--- src/rtl/plru4_set_ctrl_if.sv ---
// Request / response / PLRU-engine / fill-port signal bundle for plru4_set_ctrl.
// Handshakes: a transfer on req or fill happens on a rising clock edge where
// valid and ready are both high; valid-side payload stays stable until then.
// rsp_valid, plru_miss_req, plru_access_valid and fill_done are single-cycle
// pulses with no back-pressure.
interface plru4_set_ctrl_if #(
  parameter int TAG_W = 20
);
  logic             req_valid;
  logic             req_ready;
  logic [TAG_W-1:0] req_tag;
  logic             rsp_valid;
  logic             rsp_hit;
  logic [1:0]       rsp_way;
  logic             rsp_err;
  logic             plru_access_valid;
  logic [1:0]       plru_access_way;
  logic             plru_miss_req;
  logic [1:0]       plru_victim_way;
  logic             fill_valid;
  logic             fill_ready;
  logic [TAG_W-1:0] fill_tag;
  logic [1:0]       fill_way;
  logic             fill_done;

  // Controller side.
  modport slave (
    input  req_valid, req_tag, plru_victim_way, fill_ready, fill_done,
    output req_ready, rsp_valid, rsp_hit, rsp_way, rsp_err,
           plru_access_valid, plru_access_way, plru_miss_req,
           fill_valid, fill_tag, fill_way
  );

  // Environment side (requester, PLRU engine, backing store).
  modport master (
    output req_valid, req_tag, plru_victim_way, fill_ready, fill_done,
    input  req_ready, rsp_valid, rsp_hit, rsp_way, rsp_err,
           plru_access_valid, plru_access_way, plru_miss_req,
           fill_valid, fill_tag, fill_way
  );
endinterface

--- src/rtl/plru4_set_ctrl.sv ---
// plru4_set_ctrl: controller for one 4-way set of the tag cache.
// Looks up a tag, fills invalid ways first, otherwise asks the tree-PLRU
// engine for a victim, fetches the line and reports every access back to the
// engine. Optional hit/miss/evict counters are enabled by PLRU4_STATS_EN.
module plru4_set_ctrl #(
  parameter int TAG_W        = 20,
  parameter int FILL_TIMEOUT = 255
) (
  input  logic        clk,
  input  logic        rst,
  plru4_set_ctrl_if.slave bus,
  output logic [2:0]  o_dbg_state
`ifdef PLRU4_STATS_EN
  ,
  output logic [31:0] stat_hits,
  output logic [31:0] stat_misses,
  output logic [31:0] stat_evicts
`endif
);

  localparam int CNT_W = (FILL_TIMEOUT > 0) ? $clog2(FILL_TIMEOUT + 1) : 1;
  localparam logic [CNT_W-1:0] TO_LAST =
    (FILL_TIMEOUT > 0) ? CNT_W'(FILL_TIMEOUT - 1) : '0;

  typedef enum logic [2:0] {
    S_IDLE, S_LOOKUP, S_VREQ, S_VWAIT, S_FILL, S_WAIT, S_INSTALL, S_RESP
  } state_t;

  state_t           r_state, w_next;
  logic [TAG_W-1:0] r_tag;
  logic [TAG_W-1:0] r_tags [4];
  logic [3:0]       r_valid;
  logic [1:0]       r_way;
  logic             r_hit;
  logic             r_err;
  logic [CNT_W-1:0] r_cnt;

  logic [3:0]       w_match;
  logic             w_any_match;
  logic [1:0]       w_match_way;
  logic             w_any_inv;
  logic [1:0]       w_inv_way;
  logic             w_timeout;

  // Tag compare and lowest-index priority pick for matching / invalid ways.
  always_comb begin
    w_match     = '0;
    w_any_match = 1'b0;
    w_match_way = '0;
    w_any_inv   = 1'b0;
    w_inv_way   = '0;
    for (int i = 3; i >= 0; i--) begin
      w_match[i] = r_valid[i] && (r_tags[i] == r_tag);
      if (w_match[i]) begin
        w_any_match = 1'b1;
        w_match_way = 2'(i);
      end
      if (!r_valid[i]) begin
        w_any_inv = 1'b1;
        w_inv_way = 2'(i);
      end
    end
  end

  // The WAIT state spends FILL_TIMEOUT cycles before giving up on the fill.
  assign w_timeout = (FILL_TIMEOUT != 0) && (r_cnt == TO_LAST) && !bus.fill_done;

  // State register.
  always_ff @(posedge clk or posedge rst) begin
    if (rst) r_state <= S_IDLE;
    else     r_state <= w_next;
  end

  // Next-state logic.
  always_comb begin
    w_next = r_state;
    case (r_state)
      S_IDLE:    if (bus.req_valid) w_next = S_LOOKUP;
      S_LOOKUP: begin
        if (w_any_match)    w_next = S_RESP;
        else if (w_any_inv) w_next = S_FILL;
        else                w_next = S_VREQ;
      end
      S_VREQ:    w_next = S_VWAIT;
      S_VWAIT:   w_next = S_FILL;
      S_FILL:    if (bus.fill_ready) w_next = S_WAIT;
      S_WAIT: begin
        if (bus.fill_done)  w_next = S_INSTALL;
        else if (w_timeout) w_next = S_RESP;
      end
      S_INSTALL: w_next = S_RESP;
      S_RESP:    w_next = S_IDLE;
      default:   w_next = S_IDLE;
    endcase
  end

  // Request latch, destination way, timeout counter and tag array updates.
  always_ff @(posedge clk or posedge rst) begin
    if (rst) begin
      r_tag   <= '0;
      r_valid <= '0;
      r_way   <= '0;
      r_hit   <= 1'b0;
      r_err   <= 1'b0;
      r_cnt   <= '0;
      for (int i = 0; i < 4; i++) r_tags[i] <= '0;
    end else begin
      case (r_state)
        S_IDLE: begin
          if (bus.req_valid) begin
            r_tag <= bus.req_tag;
            r_hit <= 1'b0;
            r_err <= 1'b0;
          end
        end
        S_LOOKUP: begin
          if (w_any_match) begin
            r_hit <= 1'b1;
            r_way <= w_match_way;
          end else if (w_any_inv) begin
            r_way <= w_inv_way;
          end
        end
        S_VWAIT: r_way <= bus.plru_victim_way;
        S_FILL:  if (bus.fill_ready) r_cnt <= '0;
        S_WAIT: begin
          if (w_timeout)          r_err <= 1'b1;
          else if (!bus.fill_done) r_cnt <= r_cnt + 1'b1;
        end
        S_INSTALL: begin
          r_tags[r_way]  <= r_tag;
          r_valid[r_way] <= 1'b1;
        end
        default: ;
      endcase
    end
  end

  // Outputs decoded from state so reset clears them without a clock edge.
  always_comb begin
    bus.req_ready         = (r_state == S_IDLE);
    bus.rsp_valid         = (r_state == S_RESP);
    bus.rsp_hit           = (r_state == S_RESP) && r_hit;
    bus.rsp_way           = (r_state == S_RESP) ? r_way : 2'd0;
    bus.rsp_err           = (r_state == S_RESP) && r_err;
    bus.plru_access_valid = (r_state == S_RESP) && !r_err;
    bus.plru_access_way   = ((r_state == S_RESP) && !r_err) ? r_way : 2'd0;
    bus.plru_miss_req     = (r_state == S_VREQ);
    bus.fill_valid        = (r_state == S_FILL);
    bus.fill_tag          = (r_state == S_FILL) ? r_tag : '0;
    bus.fill_way          = (r_state == S_FILL) ? r_way : 2'd0;
    o_dbg_state           = r_state;
  end

`ifdef PLRU4_STATS_EN
  logic [31:0] r_stat_hits, r_stat_misses, r_stat_evicts;

  // Saturating event counters.
  always_ff @(posedge clk or posedge rst) begin
    if (rst) begin
      r_stat_hits   <= '0;
      r_stat_misses <= '0;
      r_stat_evicts <= '0;
    end else begin
      if ((r_state == S_RESP) && r_hit && (r_stat_hits != '1))
        r_stat_hits <= r_stat_hits + 32'd1;
      if ((r_state == S_LOOKUP) && !w_any_match && (r_stat_misses != '1))
        r_stat_misses <= r_stat_misses + 32'd1;
      if ((r_state == S_VWAIT) && (r_stat_evicts != '1))
        r_stat_evicts <= r_stat_evicts + 32'd1;
    end
  end

  assign stat_hits   = r_stat_hits;
  assign stat_misses = r_stat_misses;
  assign stat_evicts = r_stat_evicts;
`endif

endmodule

--- src/flat_wrapper.sv ---
// flat-port wrapper written by rule: the top's interface ports become plain ports
module plru4_set_ctrl_flat 
#(
  parameter int TAG_W        = 20,
  parameter int FILL_TIMEOUT = 255
)
  (clk, rst, o_dbg_state, bus_req_valid, bus_req_tag, bus_plru_victim_way, bus_fill_ready, bus_fill_done, bus_req_ready, bus_rsp_valid, bus_rsp_hit, bus_rsp_way, bus_rsp_err, bus_plru_access_valid, bus_plru_access_way, bus_plru_miss_req, bus_fill_valid, bus_fill_tag, bus_fill_way);
  plru4_set_ctrl_if #(.TAG_W(TAG_W)) bus_i ();
  input  logic clk;
  input  logic rst;
  output logic [2:0] o_dbg_state;
  input wire logic [$bits(bus_i.req_valid)-1:0] bus_req_valid;
  input wire logic [$bits(bus_i.req_tag)-1:0] bus_req_tag;
  input wire logic [$bits(bus_i.plru_victim_way)-1:0] bus_plru_victim_way;
  input wire logic [$bits(bus_i.fill_ready)-1:0] bus_fill_ready;
  input wire logic [$bits(bus_i.fill_done)-1:0] bus_fill_done;
  output wire logic [$bits(bus_i.req_ready)-1:0] bus_req_ready;
  output wire logic [$bits(bus_i.rsp_valid)-1:0] bus_rsp_valid;
  output wire logic [$bits(bus_i.rsp_hit)-1:0] bus_rsp_hit;
  output wire logic [$bits(bus_i.rsp_way)-1:0] bus_rsp_way;
  output wire logic [$bits(bus_i.rsp_err)-1:0] bus_rsp_err;
  output wire logic [$bits(bus_i.plru_access_valid)-1:0] bus_plru_access_valid;
  output wire logic [$bits(bus_i.plru_access_way)-1:0] bus_plru_access_way;
  output wire logic [$bits(bus_i.plru_miss_req)-1:0] bus_plru_miss_req;
  output wire logic [$bits(bus_i.fill_valid)-1:0] bus_fill_valid;
  output wire logic [$bits(bus_i.fill_tag)-1:0] bus_fill_tag;
  output wire logic [$bits(bus_i.fill_way)-1:0] bus_fill_way;
  assign bus_i.req_valid = bus_req_valid;
  assign bus_i.req_tag = bus_req_tag;
  assign bus_i.plru_victim_way = bus_plru_victim_way;
  assign bus_i.fill_ready = bus_fill_ready;
  assign bus_i.fill_done = bus_fill_done;
  assign bus_req_ready = bus_i.req_ready;
  assign bus_rsp_valid = bus_i.rsp_valid;
  assign bus_rsp_hit = bus_i.rsp_hit;
  assign bus_rsp_way = bus_i.rsp_way;
  assign bus_rsp_err = bus_i.rsp_err;
  assign bus_plru_access_valid = bus_i.plru_access_valid;
  assign bus_plru_access_way = bus_i.plru_access_way;
  assign bus_plru_miss_req = bus_i.plru_miss_req;
  assign bus_fill_valid = bus_i.fill_valid;
  assign bus_fill_tag = bus_i.fill_tag;
  assign bus_fill_way = bus_i.fill_way;
  plru4_set_ctrl #(.TAG_W(TAG_W), .FILL_TIMEOUT(FILL_TIMEOUT)) u_core (.clk(clk), .rst(rst), .bus(bus_i), .o_dbg_state(o_dbg_state));
endmodule
--- config.mk ---
export PLATFORM = sky130hd
export DESIGN_NAME = plru4_set_ctrl_flat
export DESIGN_NICKNAME = d
export VERILOG_FILES = /design/src/rtl/plru4_set_ctrl_if.sv /design/src/rtl/plru4_set_ctrl.sv /design/src/flat_wrapper.sv
export SDC_FILE = /design/constraint.sdc
export NUM_CORES = 1
export LEC_CHECK = 0
export ABC_AREA = 1
export BUFFER_PORTS_ARGS = -buffer_cell sky130_fd_sc_hd__buf_4
export CORE_UTILIZATION = 60
export CTS_CLUSTER_SIZE = 16
export DETAILED_ROUTE_END_ITERATION = 10
export PLACE_DENSITY = 0.8
export SLEW_MARGIN = 20
export SYNTH_ARGS = -nofsm -noshare
export SYNTH_HDL_FRONTEND = slang
export SYNTH_SLANG_ARGS = --single-unit
--- constraint.sdc ---
create_clock -name clk -period 4.8 [get_ports clk]
set_input_delay 0.72 -clock clk [delete_from_list [all_inputs] [get_ports clk]]
set_output_delay 0.72 -clock clk [all_outputs]
set_load 0.1 [all_outputs]
=== Yosys cells after proc, flatten, opt, wreduce, memory -nomap -nowiden ===
Index checks and enable logic that the tools add are counted.

* Add/sub/neg operators: 1
* Reductions and logical operators: 23
* Magnitude comparators: 4
* Bitwise gates (word level): 2
* Mux-type cells: 44
* Equality and inequality tests: 20

{| class="wikitable"
|+ Operators by type and width
! operator !! count
|-
| 80-bit bitwise mux || 1
|-
| 20-bit == test || 4
|-
| 20-bit demux with 2-bit select || 1
|-
| 20-bit two-way mux || 2
|-
| 2-bit two-way mux || 13
|-
| 8-bit two-way mux || 3
|-
| 3-bit one-hot mux with 8 select lines || 1
|-
| 3-bit two-way mux || 6
|-
| 8-bit one-hot mux with 2 select lines || 1
|-
| 3-bit == test, second input constant || 4
|-
| 1-bit two-way mux || 12
|-
| 1-bit logical AND || 10
|-
| 3-bit AND reduction || 3
|-
| 8-bit by 1-bit adder with 8-bit output, second input constant || 1
|-
| 8-bit == test, second input constant || 1
|-
| 2-bit != test, second input constant || 4
|-
| 2-bit nonzero test || 4
|-
| 3-bit by 2-bit == test with 1-bit output, second input constant || 2
|-
| 2-bit by 1-bit != test with 1-bit output, second input constant || 2
|-
| 4-bit bitwise OR || 1
|-
| 1-bit one-hot mux with 2 select lines || 2
|-
| 2-bit one-hot mux with 2 select lines || 1
|-
| 2-bit AND reduction || 2
|-
| 4-bit AND reduction || 1
|-
| other kinds (11) || 12
|}

* Output and inout port bits: 36
* Register bits after elaboration: 119
* Word-level logic and storage cells: 105
* Bits of input ports: 27

=== Depth between registers and ports, before layout ===
* Word-level depth: 8
* Gate-level depth with buffers: 15
* Gate-level depth less buffers: 14

=== Worst setup path before layout ===
OpenSTA, ideal clock, no wires.

* Path kind: flip-flop to output port
* From: register u_core.r_state[2], in the netlist u_core.o_dbg_state[2]
* To: output bus_plru_access_way[0]
* Required time: 4.080 ns
* Cell stages (with the launch flop): 6
* Arrival: 5.023 ns
* Slack: -0.943 ns
* Buffers on the path: 1
* Path through: dfrtp_1 buf_4 inv_2 nor2_1 inv_1 nor3_1

* Cells in the longest elaborated chain, start to end: 3

{| class="wikitable"
|+ Ends and longest elaborated chain
! item !! RTL line !! source
|-
| start, declared || plru4_set_ctrl.sv:29 || <nowiki>state_t r_state, w_next;</nowiki>
|-
| start signal, assigned || plru4_set_ctrl.sv:71 || <nowiki>else r_state <= w_next;</nowiki>
|-
| 3-bit == test || n/a ||
|-
| via bus_rsp_valid || flat_wrapper.sv:18 || <nowiki>output wire logic [$bits(bus_i.rsp_valid)-1:0] bus_rsp_valid;</nowiki>
|-
| 1-bit logical AND || plru4_set_ctrl.sv:147 || <nowiki>bus.plru_access_way = ((r_state == S_RESP) && !r_err) ? r_way : 2'd0;</nowiki>
|-
| 2-bit two-way mux || plru4_set_ctrl.sv:147 ||
|-
| end, declared || flat_wrapper.sv:23 || <nowiki>output wire logic [$bits(bus_i.plru_access_way)-1:0] bus_plru_access_way;</nowiki>
|}

The timed path passes the listed nets, and every way through them passes these cells.

=== Final worst setup path ===
* From: register u_core.r_state[1], in the netlist u_core.o_dbg_state[1]
* To: output bus_fill_tag[2]

* Cells in the longest elaborated chain, start to end: 2

{| class="wikitable"
|+ Ends and longest elaborated chain
! item !! RTL line !! source
|-
| 3-bit == test || plru4_set_ctrl.sv:150 || <nowiki>bus.fill_tag = (r_state == S_FILL) ? r_tag : '0;</nowiki>
|-
| 20-bit two-way mux || plru4_set_ctrl.sv:150 ||
|-
| end, declared || flat_wrapper.sv:26 || <nowiki>output wire logic [$bits(bus_i.fill_tag)-1:0] bus_fill_tag;</nowiki>
|}

Every way passes these cells.

==> summary.md <==
| Metric | Value |
|---|---|
| Worst Skew | 7.55 ps |
| Site Rows | 38 |
| Clock Pin Slew Worst Setup and Hold Paths | 60 ps |
| GRT Total Usage | 36.4% |
| Crit end category | primary output |
| Die width | 109 um |
| Worst EP required | 4080 ps |
| Clk Latency, worst-skew pair | 420 ps |
| Die area | 11800 um2 |
| Port Buffers | 62 |
| Share of layout cells above drive strength 1 | 12.9% |
| Nets@finish | 1076 |
| Fmax | 371 MHz |
| Worst r2r src | u_core.o_dbg_state[2] |
| Status | complete, no violations |
| Average cell area after synthesis | 6.84 um2 |
| Distinct cell type count after synthesis | 35 |
| CP arrival | 1980 ps |
| GR Layer Usage met3 | 9.74% |
| Slew of the pin with the lowest slew margin | 980 ps |
| Crit path time final | 2700 ps |
| Setup Fix Bufs, Post-CTS | 0 |
| 1st-iter DRT viols | 750 |
| Flops & latches, synth | 119 |
| Slew Viols, Final | 0 |
| Initial Util | 62.4% |
| Fillers | 902 |
| Placed instance area | 7330 um2 |
| Cell count after synthesis | 998 |
| Reg2reg end | u_core.r_tags[50] |
| Post-synthesis sequential area ratio | 43.6% |
| DR vias | 6720 |
| Residual DRC count | 0 |
| Final-report hold violation count | 0 |
| Post-CTS Resized | 0 |
| Finished Cell Area | 7900 um2 |
| Final Wtd Congestion | 0.968 |
| Sink Count | 119 |
| Synth warn | 0 |
| Leak | 4.03 nW |
| CP max FO | 27 |
| Final setup vio count | 0 |
| Pwr Density | 794 nW/um2 |
| Antenna diodes | 0 |
| Grt met2 use | 55.7% |
| R2R cell count | 7 |
| Startpoint Class | flip-flop |
| Most used routing layer | met2 |
| RSZ-0062 raised after global routing | no |
| Hold-fix buffers at CTS | 0 |
| Setup WS pre-CTS | 2450 ps |
| CTS tree | done |
| Part of the cycle the worst path needs | 56.2% |
| Setup ws final | 2100 ps |
| Reg-to-reg setup timing slack | 2440 ps |
| Synth-to-Final Area Change | 15.8% |
| Hold Crit Class | in -> async |
| Register area | 2980 um2 |
| Core ar. | 10900 um2 |
| Clock Tree Buf Depth | 2 |
| First-pass GRT wire length | 31.5 mm |
| Max-Cap Viols | 0 |
| VDD IR max | 0.000549 V |
| Vias in the first global route | 6185 |
| Most common cell after layout, fill and taps aside | nand2_1 |
| Vias per inst | 5.60 |
| Mapped Nets | 1027 |
| Met1 usage | 48.9% |
| Largest net degree at the start of global routing | 69 |
| Total congestion overflow | 0 |
| Final HPWL DP | 14.2 mm |
| Wire per inst | 16.8 um |
| Final wirelength | 20.1 mm |
| CTS H-tree lvls | 4 |
| Crit path kind | reg -> out |
| Setup TNS | 0 ps |
| Die Y | 109 um |
| TritonCTS buffer count | 17 |
| Top Ports | 63 |
| Multi-input logic area | 3200 um2 |
| Mapped Area | 6820 um2 |
| Pwr Total | 6.27 mW |
| Max_slew headroom | 34.4% |
| Commonest non-fill, non-tap cells in the layout | nand2_1 (370), nor2_1 (121), dfrtp_1 (119), o21ai_0 (118), inv_1 (108) |
| Initial antenna violation count | 0 |
| Post-detailed-route count of antenna-violating nets | 0 |
| Clock Tree Root | clkbuf_16 |
| DRT Pass-1 Iters | 5 |
cell families (layout without fill, tap and decap cells):
group | after synthesis | count (layout) | synth area share [%]
and+or+nand+nor | 567 | 567 | 34.2
xor gates and xnor gates | 12 | 12 | 1.54
buffers and inverters | 161 | 222 | 9.87
adders and majority gates | 2 | 2 | 0.367
DFF | 119 | 119 | 43.6
AOI/OAI and AO/OA | 137 | 137 | 10.4
registers in the layout (all words and copies together) (netlist names):
register / cells
u_core.r_way: 2
u_core.o_dbg_state: 3
u_core.r_err: 1
u_core.r_cnt: 8
u_core.r_valid: 4
u_core.r_tag: 20
u_core.r_tags: 80
u_core.r_hit: 1
synth_stat cells:
master    number  area share [%]
a21oi_2        1            0.13
nand4_1       15             1.4
nand2_1      370              20
xnor2_1        9             1.2
buf_2          7            0.51
o22ai_1        4            0.37
nand2_4        3            0.50
nor2_2         4            0.37
nor3_2         2            0.29
clkbuf_1      15            0.83
o21ai_0      118             8.7
nor3_4         1            0.24
nor3_1         6            0.44
and3_1         1           0.092
nor2_1       123             6.8
buf_4         16             1.8
a21oi_1        7            0.51
or2_4          1            0.13
ha_1           2            0.37
inv_2         14            0.77
nand3_2        2            0.29
xor2_1         3            0.39
dfrtp_1      119              44
nor2_4         1            0.17
a211oi_1       2            0.22
nand3b_1       4            0.44
nand2_2        4            0.37
o31ai_1        2            0.22
and3b_1        1            0.13
o21ai_1        1           0.073
inv_1        109             6.0
o211ai_1       2            0.22
nor3b_1        2            0.22
nand3_1       25             1.8
or2_2          2            0.18
cell type report:
type	count	area share [%]
Clock buffer	22	6.00
Tap cell	140	2.22
Clock inverter	9	1.27
Sequential cell	119	37.7
Multi-Input combinational cell	718	40.5
Inverter	123	5.87
Timing Repair Buffer	68	6.46
worst max-delay path by stage:
stage                                       end  slack (ps)             startpoint
after floorplan           bus_plru_access_valid         350  u_core.o_dbg_state[2]
after global placement        u_core.r_tags[50]        2600  u_core.o_dbg_state[2]
after detailed placement      u_core.r_tags[58]        2450  u_core.o_dbg_state[1]
after CTS                       bus_fill_tag[2]        2140  u_core.o_dbg_state[1]
after global routing            bus_fill_tag[2]        2100  u_core.o_dbg_state[1]
final                           bus_fill_tag[2]        2100  u_core.o_dbg_state[1]
per-layer routing:
| layer | share of wire, % | up-vias |
|---|---|---|
| met5 | 0 | - |
| met4 | 2.8 | 0 |
| met3 | 10 | 49 |
| met2 | 46 | 326 |
| met1 | 41 | 3155 |
| li1 | - | 3190 |
power by group:
| part | internal (mW) | switching (mW) | total [mW] |
|---|---|---|---|
| sequential | 1.39 | 0.533 | 1.92 |
| clock | 0.796 | 0.445 | 1.24 |
| combinational | 0.849 | 2.26 | 3.11 |
worst max-delay path, cell delays in order (launching register included):
cell	delay (ps)
dfrtp_1	440
nor2_1	260
nand2_4	260
nor2_1	240
buf_4	330
stage by stage:
| step | util, % | hold WS, ps | instances |
|---|---|---|---|
| after floorplan | - | 442 | 998 |
| final | 72.3 | 483 | 1199 |
| after global placement | 67.0 | 467 | 1168 |
| after CTS | 72.3 | 483 | 1199 |
| after global routing | 72.3 | 509 | 1199 |
| after detailed placement | 67.0 | 468 | 1168 |
(Power assumes the default switching activity.)
